[src/rtl/mem_pkg.sv]
// rtl/mem_pkg.sv - shared constants and helpers for the paged buffer RAM
package mem_pkg;

    // Read-path flavours of the paged RAM
    localparam string PERF_HIGH = "HIGH_PERFORMANCE";
    localparam string PERF_LOW  = "LOW_LATENCY";

    // Number of bits needed to index 'value' distinct items; clog2(1) = 0
    function automatic int clog2(input int value);
        int result;
        result = 0;
        for (int v = value - 1; v > 0; v = v >> 1) begin
            result++;
        end
        return result;
    endfunction

    // Port widths never collapse to zero bits
    function automatic int at_least_one(input int value);
        return (value < 1) ? 1 : value;
    endfunction

endpackage

[src/rtl/paged_bram_outreg.sv]
// rtl/paged_bram_outreg.sv - optional BRAM output register with clock enable
module paged_bram_outreg
    import mem_pkg::*;
#(
    parameter int WIDTH = 32
) (
    input  logic             clk,
    input  logic             reset,
    input  logic             ce,
    input  logic [WIDTH-1:0] d,
    output logic [WIDTH-1:0] q
);

    logic [WIDTH-1:0] q_r = '0;

    // Second pipeline stage: capture the read latch when enabled, clear on reset
    always_ff @(posedge clk) begin
        if (reset) begin
            q_r <= '0;
        end else if (ce) begin
            q_r <= d;
        end
    end

    assign q = q_r;

endmodule

[src/rtl/paged_bram.sv]
// rtl/paged_bram.sv - paged simple-dual-port RAM with per-page entry counts
module paged_bram
    import mem_pkg::*;
#(
    parameter int    RAM_WIDTH       = 32,
    parameter int    RAM_DEPTH       = 16,
    parameter int    PAGES           = 2,
    parameter string RAM_PERFORMANCE = "HIGH_PERFORMANCE",
    parameter int    HEX             = 1,
    parameter string INIT_FILE       = "",
    localparam int   AW              = at_least_one(clog2(RAM_DEPTH)),
    localparam int   PW              = at_least_one(clog2(PAGES)),
    localparam int   NW              = clog2(RAM_DEPTH + 1)
) (
    input  logic                 clk,
    input  logic                 reset,
    input  logic                 wea,
    input  logic [PW-1:0]        pagea,
    input  logic [AW-1:0]        addra,
    input  logic [RAM_WIDTH-1:0] dina,
    input  logic [NW-1:0]        nent_i,
    input  logic                 enb,
    input  logic [PW-1:0]        pageb,
    input  logic [AW-1:0]        addrb,
    input  logic                 regceb,
    output logic [RAM_WIDTH-1:0] doutb,
    output logic [NW-1:0]        nent_o
);

    localparam int TOTAL = PAGES * RAM_DEPTH;
    localparam int MW    = at_least_one(clog2(TOTAL));

    typedef logic [RAM_WIDTH-1:0] mem_t [TOTAL];

    // Power-up contents: zeros
    function automatic mem_t init_mem();
        mem_t m;
        for (int i = 0; i < TOTAL; i++) begin
            m[i] = '0;
        end
        return m;
    endfunction

    mem_t                 mem = init_mem();
    logic [RAM_WIDTH-1:0] rd_q = '0;
    logic [NW-1:0]        nent [PAGES] = '{default: '0};

    logic [PW-1:0] page_a;
    logic [PW-1:0] page_b;
    logic [MW-1:0] phys_a;
    logic [MW-1:0] phys_b;
    logic          a_in_range;
    logic          b_in_range;

    // Out-of-range page numbers fold back onto the existing pages
    assign page_a = PW'(32'(pagea) % PAGES);
    assign page_b = PW'(32'(pageb) % PAGES);

    // Each page occupies a contiguous RAM_DEPTH-word window
    assign phys_a = MW'(32'(page_a) * RAM_DEPTH + 32'(addra));
    assign phys_b = MW'(32'(page_b) * RAM_DEPTH + 32'(addrb));

    // Word addresses past the page end never touch storage
    assign a_in_range = 32'(addra) < RAM_DEPTH;
    assign b_in_range = 32'(addrb) < RAM_DEPTH;

    // Port A write; kept reset-free so the array maps onto block RAM, but a
    // write that coincides with reset is discarded
    always_ff @(posedge clk) begin
        if (!reset && wea && a_in_range) begin
            mem[phys_a] <= dina;
        end
    end

    // Port B read latch; read-first because the write above lands in the same edge
    always_ff @(posedge clk) begin
        if (reset) begin
            rd_q <= '0;
        end else if (enb) begin
            rd_q <= b_in_range ? mem[phys_b] : '0;
        end
    end

    // Entry count per page, updated together with every port A write
    always_ff @(posedge clk) begin
        if (reset) begin
            for (int i = 0; i < PAGES; i++) begin
                nent[i] <= '0;
            end
        end else if (wea) begin
            nent[page_a] <= nent_i;
        end
    end

    assign nent_o = nent[page_b];

    generate
        if (RAM_PERFORMANCE == PERF_LOW) begin : g_low_latency
            // The output register is bypassed, so regceb has no effect here
            logic unused_regceb;
            assign unused_regceb = regceb;
            assign doutb         = rd_q;
        end else begin : g_high_performance
            paged_bram_outreg #(
                .WIDTH (RAM_WIDTH)
            ) u_outreg (
                .clk   (clk),
                .reset (reset),
                .ce    (regceb),
                .d     (rd_q),
                .q     (doutb)
            );
        end
    endgenerate

endmodule

[config.mk]
export PLATFORM = sky130hd
export DESIGN_NAME = paged_bram
export DESIGN_NICKNAME = d
export VERILOG_FILES = /design/src/rtl/mem_pkg.sv /design/src/rtl/paged_bram_outreg.sv /design/src/rtl/paged_bram.sv
export SDC_FILE = /design/constraint.sdc
export NUM_CORES = 1
export LEC_CHECK = 0
export BUFFER_PORTS_ARGS = -buffer_cell sky130_fd_sc_hd__buf_2
export CORE_AREA = 2 2 200 399
export DETAILED_ROUTE_END_ITERATION = 6
export DIE_AREA = 0 0 202 401
export PLACE_DENSITY = 0.82
export SLEW_MARGIN = 15
export SYNTH_ARGS = -nofsm -noshare
export SYNTH_HDL_FRONTEND = slang
export SYNTH_SLANG_ARGS = --single-unit
[constraint.sdc]
create_clock -name clk -period 4.3 [get_ports clk]
set_input_delay 0.43 -clock clk [delete_from_list [all_inputs] [get_ports clk]]
set_output_delay 0.43 -clock clk [all_outputs]
set_load 0.01 [all_outputs]
==> key figures, run 1 <==
Pwr
  • Comb pwr share: 5.5%
  • Cell Pwr Density: 446 nW/um^2
  • Power share of the clock group: 38.2%
  • Sequential fraction of design power: 56.3%
  • P_int: 0.0166 W
  • Worst IR Drop VDD: 0.284 mV
  • NetSw: 0.00443 W
  • Switching fraction of total power: 21.0%
  • Leak pwr: 16.4 nW

Place
  • PortBufs: 88
  • Post-Place Setup Slack: 1.34 ns
  • DP Area: 44,400 sq um
  • DP HPWL: 60,600 um
  • RD Place Congestion: 0.864

Floorplanning
  • Die ar.: 81,000 sq um
  • Rows: 145
  • Num ports: 89
  • Die X-Extent: 202 um
  • Core area: 77,800 sq um
  • Starting Density: 54.6%
  • Overall die height: 401 um

Timing
  • Slew HR: 16.5%
  • Post-route clock period utilization: 55.3%
  • Final hold viol count: 0
  • Slew Viols, Final: 0
  • RSZ-0062 raised after global routing: false
  • Fmax: 420 MHz
  • Final min period: 2.38 ns
  • Worst slew pin tran: 1.25 ns
  • Setup TNS: 0 ns
  • Setup ws final: 1.92 ns
  • # setup viols final: 0
  • Clock Skew: 0.0179 ns

Layout
  • Final Cell Area: 47,200 sq um
  • Area grow syn2layout: 11.0%
  • Register Area: 32,300 sq um
  • Area of the multi-input gates: 9560 sq um
  • Fill cells: 5,290
  • Layout cell share with drive strength beyond 1: 14.4%
  • Layout Nets: 2,524

Detailed routing
  • Routed vias/inst: 6.53
  • Total number of vias: 23,292
  • Final ANT Viol Nets: 0
  • DRC: 0
  • WL/cell: 29.3 um
  • First DRT Iteration DRCs: 2,922
  • Drt pass-1 iters: 6
  • Detailed Route WL: 104,000 um

Hold path
  • WHS Endpoint: nent[0][3]
  • HP Class: in -> reg
  • Hold wc startpoint: nent_i[3]
  • Hold Path Cell Cnt: 2

Global routing
  • Largest net degree at the start of global routing: 81
  • Vias in the first global route: 24,009
  • Congestion Overflow GR: 0
  • First-pass GRT wire length: 153,000 um
  • Tot GR Track Use: 25.6%
  • Initial antenna violation count: 6

Worst setup path
  • Register-to-Register Path Depth: 5
  • Slowest CP cell: or4_1
  • RR Endpoint: rd_q[16]
  • Worst EP required: 4.86 ns
  • Critical path peak fanout: 31
  • Crit Path Class: in -> reg
  • Crit-path cells: buf_8 -> buf_12 -> buf_4 -> mux2i_1 -> a22oi_1 -> a21oi_1 -> or4_1 -> a211oi_2
  • Critical R2R Launch: mem[5][16]
  • Largest stage delay, worst path: 0.57 ns
  • FF-to-FF setup slack: 2.34 ns
  • Endpoint class of the critical path: flop
  • CP Data Arrival Time: 2.94 ns
  • Delay-heaviest family, CP: compound AO/OA/AOI/OAI gates
  • Startpoint class of the critical path: input port
  • Crit path buffers/inverters: 3

Clock tree
  • Hold buffers post-CTS: 0
  • Clock sinks: 1,098
  • Clk Latency, worst-skew pair: 0.65 ns
  • Post-CTS resize count: 0
  • Root buffer cell: clkbuf_16
  • Clock transition at path regs: 0.07 ns
  • Clock buffer depth: 3
  • CTS tree: yes
  • Post-CTS Setup Bufs: 0
  • TritonCTS Buffers: 83
  • CTS H-tree lvls: 3

Logic synthesis
  • Async SR Flop Fraction: 0%
  • Main flop type after synthesis: edfxtp_1
  • Leading area contributor after synthesis: edfxtp_1
  • FF+latch count, synth: 1,098
  • Post-Syn Nets: 2,427
  • Distinct cell type count after synthesis: 29
  • Synth Warn #: 0
  • Synth top area share: 73.0%
  • Synthesized cell area: 42,500 sq um
  • Synth top area cells: edfxtp_1 (73%), mux2i_1 (13%), a22oi_1 (4.5%)
  • Mapped Cells: 2,375
  • Post-synthesis sequential area ratio: 76.0%
  • EDFF count, synth: 1,034
  • Average cell area after synthesis: 17.9 sq um

Status
  • Status: finished, final reports clean

Job
  • Max-cap check violation count: 0
## how the worst max path moves through the flow
| stage | from | slack (ns) | cells after the start | end |
|---|---|---|---|---|
| after global placement | reset | 1.37 | 4 | mem[24][19] |
| final | addrb[0] | 1.92 | 8 | rd_q[16] |
| after floorplan | reset | 1.44 | 4 | mem[28][0] |
| after detailed placement | addrb[0] | 1.34 | 8 | rd_q[16] |
| after global routing | addrb[0] | 1.88 | 8 | rd_q[29] |
| after CTS | addrb[0] | 2.00 | 8 | rd_q[16] |
## power by group through the flow
| stage | Clock, W | Sequential (W) | Combinational, W |
|---|---|---|---|
| final | 0.00804 | 0.0119 | 0.00115 |
| after floorplan | 0 | 0.0121 | 0.000669 |
| after global placement | 0 | 0.0121 | 0.00109 |
| after CTS | 0.00809 | 0.0119 | 0.00114 |
| after global routing | 0.00845 | 0.0119 | 0.00121 |
| after detailed placement | 0 | 0.0121 | 0.00113 |
## cell usage in the layout (no fill, tap or decap), types with 9 or more instances in the layout
cell / synthesis / routed
buf_12: 4 / 19
clkbuf_16: 0 / 90
clkbuf_1: 76 / 12
nor2_1: 100 / 67
buf_4: 31 / 54
nor2_4: 0 / 33
a21oi_1: 128 / 128
bufinv_16: 0 / 9
dfxtp_1: 64 / 64
a211oi_2: 32 / 32
buf_2: 1 / 85
a22oi_1: 256 / 256
or4_1: 32 / 32
mux2i_1: 544 / 544
clkinv_2: 0 / 14
edfxtp_1: 1034 / 1034
clkinv_1: 0 / 12
## synthesized netlist by cell type, types with 7 or more instances
master       n
a211oi_2    32
a21oi_1    128
a22oi_1    256
buf_1       13
buf_4       31
buf_6       12
buf_8        7
clkbuf_1    76
dfxtp_1     64
edfxtp_1  1034
mux2i_1    544
nor2_1     100
or4_1       32
## final cells by class
cell class              count  area share [%]
flip-flops and latches   1098            68.5
multi-input cells        1130            20.2
clock buffers             108            5.04
well taps                1029            2.73
repair buffers            159            2.60
clock inverters            42           0.933
diodes                      1         0.00530
## routing by layer
metal / global-route usage, % / wire (um) / vias to the layer above
met2: 45.5 / 54900 / 1503
met1: 30.1 / 35100 / 11791
met4: 12.6 / 4790 / 8
li1: - / - / 9675
met5: 0 / 54 / -
met3: 4.24 / 9520 / 315
## through the flow
stage | std cells | hold slack, ns | power (W) | util, %
3_5_place_dp | 3416 | 0.478 | 0.0132 | 57.1
3_3_place_gp | 3415 | 0.471 | 0.0132 | 57.0
6_report | 3567 | 0.0905 | 0.0210 | 60.7
4_1_cts | 3566 | 0.0632 | 0.0211 | 60.7
5_1_grt | 3566 | 0.0855 | 0.0215 | 60.7
2_1_floorplan | 2375 | 0.464 | 0.0127 | -
## flip-flops by register name (all words and copies together) (netlist names)
signal / cells
nent: 10
rd_q: 32
g_high_performance.u_outreg.q: 32
mem: 1024
## cell families after synthesis
| logic type | count (synthesis) | share of synthesized area [%] |
|---|---|---|
| flip-flops | 1098 | 76.0 |
| AND/OR/NAND/NOR | 164 | 1.92 |
| buffers and inverters | 147 | 2.15 |
| AO/OA/AOI/OAI | 417 | 6.98 |
| multiplexers | 549 | 12.9 |
## worst reg2reg max path, stage by stage, from the launching register on
cell	delay, ns
edfxtp_1	0.34
mux2i_1	0.07
a22oi_1	0.46
a21oi_1	0.21
or4_1	0.57
a211oi_2	0.23
Power figures use the tool's default switching activity.
==> inputs of run 2 (changes only) <==
PLACE_DENSITY = 0.85   (was 0.82)
clock period = 2.15 ns   (was 4.3 ns; I/O delays follow)
==> key figures, run 2 (same netlist as run 1, synthesis figures left out) <==
Floorplanning
  • Num ports: 89 (unchanged)
  • Overall die height: 401 um (unchanged)
  • Die ar.: 81,000 sq um (unchanged)
  • Starting Density: 54.6% (unchanged)
  • Rows: 145 (unchanged)
  • Core area: 77,800 sq um (unchanged)
  • Die X-Extent: 202 um (unchanged)

Pwr
  • Cell Pwr Density: 871 nW/um^2 (was 446 nW/um^2)
  • Worst IR Drop VDD: 0.664 mV (was 0.284 mV)
  • Power share of the clock group: 38.5% (was 38.2%)
  • Switching fraction of total power: 21.7% (was 21.0%)
  • P_int: 0.0334 W (was 0.0166 W)
  • NetSw: 0.00922 W (was 0.00443 W)
  • Tot Pwr: 0.0426 W (was 0.0210 W)
  • Leak pwr: 17.1 nW (was 16.4 nW)
  • Comb pwr share: 5.8% (was 5.5%)
  • Sequential fraction of design power: 55.7% (was 56.3%)

Worst setup path
  • FF-to-FF setup slack: 0.34 ns (was 2.34 ns)
  • Register-to-Register Path Depth: 5 (unchanged)
  • CP Data Arrival Time: 2.39 ns (was 2.94 ns)
  • Critical R2R Launch: mem[6][19] (was mem[5][16])
  • Endpoint class of the critical path: flop (unchanged)
  • RR Endpoint: rd_q[19] (was rd_q[16])
  • Critical path peak fanout: 1 (was 31)
  • Startpoint class of the critical path: flop (was input port)
  • Crit Path Class: reg -> reg (was in -> reg)
  • Worst EP required: 2.73 ns (was 4.86 ns)

Place
  • Post-Place Setup Slack: -0.0890 ns (was 1.34 ns)
  • PortBufs: 88 (unchanged)
  • DP HPWL: 63,300 um (was 60,600 um)
  • RD Place Congestion: 0.823 (was 0.864)
  • DP Area: 45,800 sq um (was 44,400 sq um)

Layout
  • Largest register by flop count: mem (unchanged)
  • Final Cell Area: 48,900 sq um (was 47,200 sq um)
  • Commonest non-fill, non-tap cells in the layout: edfxtp_1 (1,034), mux2i_1 (544), a22oi_1 (256), a21oi_1 (128), buf_4 (99) (was edfxtp_1 (1,034), mux2i_1 (544), a22oi_1 (256), a21oi_1 (128), clkbuf_16 (90))
  • Layout cell share with drive strength beyond 1: 17.8% (was 14.4%)
  • Area grow syn2layout: 14.9% (was 11.0%)
  • Flip-flop count of the largest register after layout: 1,024 (unchanged)
  • Layout Nets: 2,638 (was 2,524)
  • Commonest non-fill, non-tap cell in the layout: edfxtp_1 (unchanged)

Hold path
  • Hold Path Cell Cnt: 1 (was 2)
  • Hold wc startpoint: dina[20] (was nent_i[3])
  • HP Class: in -> reg (unchanged)
  • WHS Endpoint: mem[6][20] (was nent[0][3])

Detailed routing
  • DRC: 0 (unchanged)
  • Detailed Route WL: 117,000 um (was 104,000 um)
  • Routed vias/inst: 6.63 (was 6.53)
  • Total number of vias: 24,448 (was 23,292)
  • First DRT Iteration DRCs: 3,601 (was 2,922)
  • Drt pass-1 iters: 5 (was 6)
  • WL/cell: 31.7 um (was 29.3 um)
  • Final ANT Viol Nets: 0 (unchanged)

Timing
  • Setup ws final: 0.341 ns (was 1.92 ns)
  • Final min period: 1.81 ns
  • Slew Viols, Final: 0 (unchanged)
  • Fmax: 553 MHz
  • RSZ-0062 raised after global routing: false (unchanged)
  • # setup viols final: 0 (unchanged)
  • Slew HR: 54.9% (was 16.5%)
  • Final hold viol count: 0 (unchanged)
  • Worst slew pin tran: 0.675 ns (was 1.25 ns)
  • Clock Skew: 0.0172 ns (was 0.0179 ns)
  • Post-route clock period utilization: 84.1%

Clock tree
  • Clock sinks: 1,098 (unchanged)
  • Post-CTS Setup Bufs: 0 (unchanged)
  • Root buffer cell: clkbuf_16 (unchanged)
  • Hold buffers post-CTS: 10 (was 0)
  • CTS H-tree lvls: 3 (unchanged)
  • Post-CTS resize count: 0 (unchanged)
  • Clk Latency, worst-skew pair: 0.68 ns (was 0.65 ns)
  • Clock buffer depth: 3 (unchanged)
  • TritonCTS Buffers: 87 (was 83)
  • Clock transition at path regs: 0.07 ns (about the same)
  • CTS tree: yes (unchanged)

Job
  • Max-cap check violation count: 0 (unchanged)

Global routing
  • First-pass GRT wire length: 168,000 um (was 153,000 um)
  • Initial antenna violation count: 8 (was 6)
  • Tot GR Track Use: 28.8% (was 25.6%)
  • Largest net degree at the start of global routing: 46 (was 81)
  • Vias in the first global route: 25,358 (was 24,009)
  • Congestion Overflow GR: 0 (unchanged)

Status
  • Status: finished, final reports clean (unchanged)
[run 2: changes by cell type in the layout (fill, tap and decap cells not counted), moves of 2 or more]
cell / before / now
dlygate4sd3_1: 0 / 10
diode_2: 1 / 3
clkinv_4: 1 / 5
clkinv_1: 12 / 19
buf_4: 54 / 99
clkbuf_1: 12 / 8
inv_6: 1 / 4
buf_12: 19 / 74
[run 2: per-stage QoR]
stage	TNS (ns)	util, %	cells	hold slack (ns)
after floorplan	-278.33	-	2375	0.314
after global placement	-0.0704	58.9	3516	0.471
after detailed placement	-0.300	58.9	3516	0.482
after CTS	0	62.8	3686	0.00166
after global routing	0	62.8	3688	0.0365
final	0	62.8	3689	0.0133
[run 2: how the worst max path moves through the flow]
stage	startpoint	end	slack (ns)
5_1_grt	mem[7][19]	rd_q[19]	0.32
4_1_cts	mem[29][13]	rd_q[13]	0.39
3_5_place_dp	addrb[0]	rd_q[10]	-0.09
6_report	mem[6][19]	rd_q[19]	0.34
3_3_place_gp	addrb[0]	rd_q[10]	-0.04
2_1_floorplan	reset	mem[28][0]	-0.49
[run 2: worst max-delay path, stage by stage (launching register included)]
cell and delay (ns):
edfxtp_1 0.37, mux2i_1 0.12, a22oi_1 0.26, a21oi_1 0.15, or4_1 0.54, a211oi_2 0.27
[run 2: power groups by stage]
stage	Combinational, W	Clock, W	Sequential [W]
after global routing	0.00257	0.0172	0.0237
after CTS	0.00242	0.0165	0.0237
final	0.00246	0.0164	0.0237
after global placement	0.00226	0	0.0242
after floorplan	0.00134	0	0.0241
after detailed placement	0.00235	0	0.0242
[run 2: area by class of cell]
cell class,instances,area [sq um]
repair buffers,269,2770
multi-input cells,1130,9560
clock buffers,104,2350
well taps,1029,1290
diodes,3,7.51
fillers,4874,29000
flip-flops and latches,1098,32300
clock inverters,56,547
[run 2: per-layer routing]
layer	GRT usage, %	part of all wire, %	vias up
met2	48.7	50	1971
met3	5.98	11	490
li1	-	-	9926
met4	19.2	7.4	4
met5	0	0.020	-
met1	32.8	31	12057
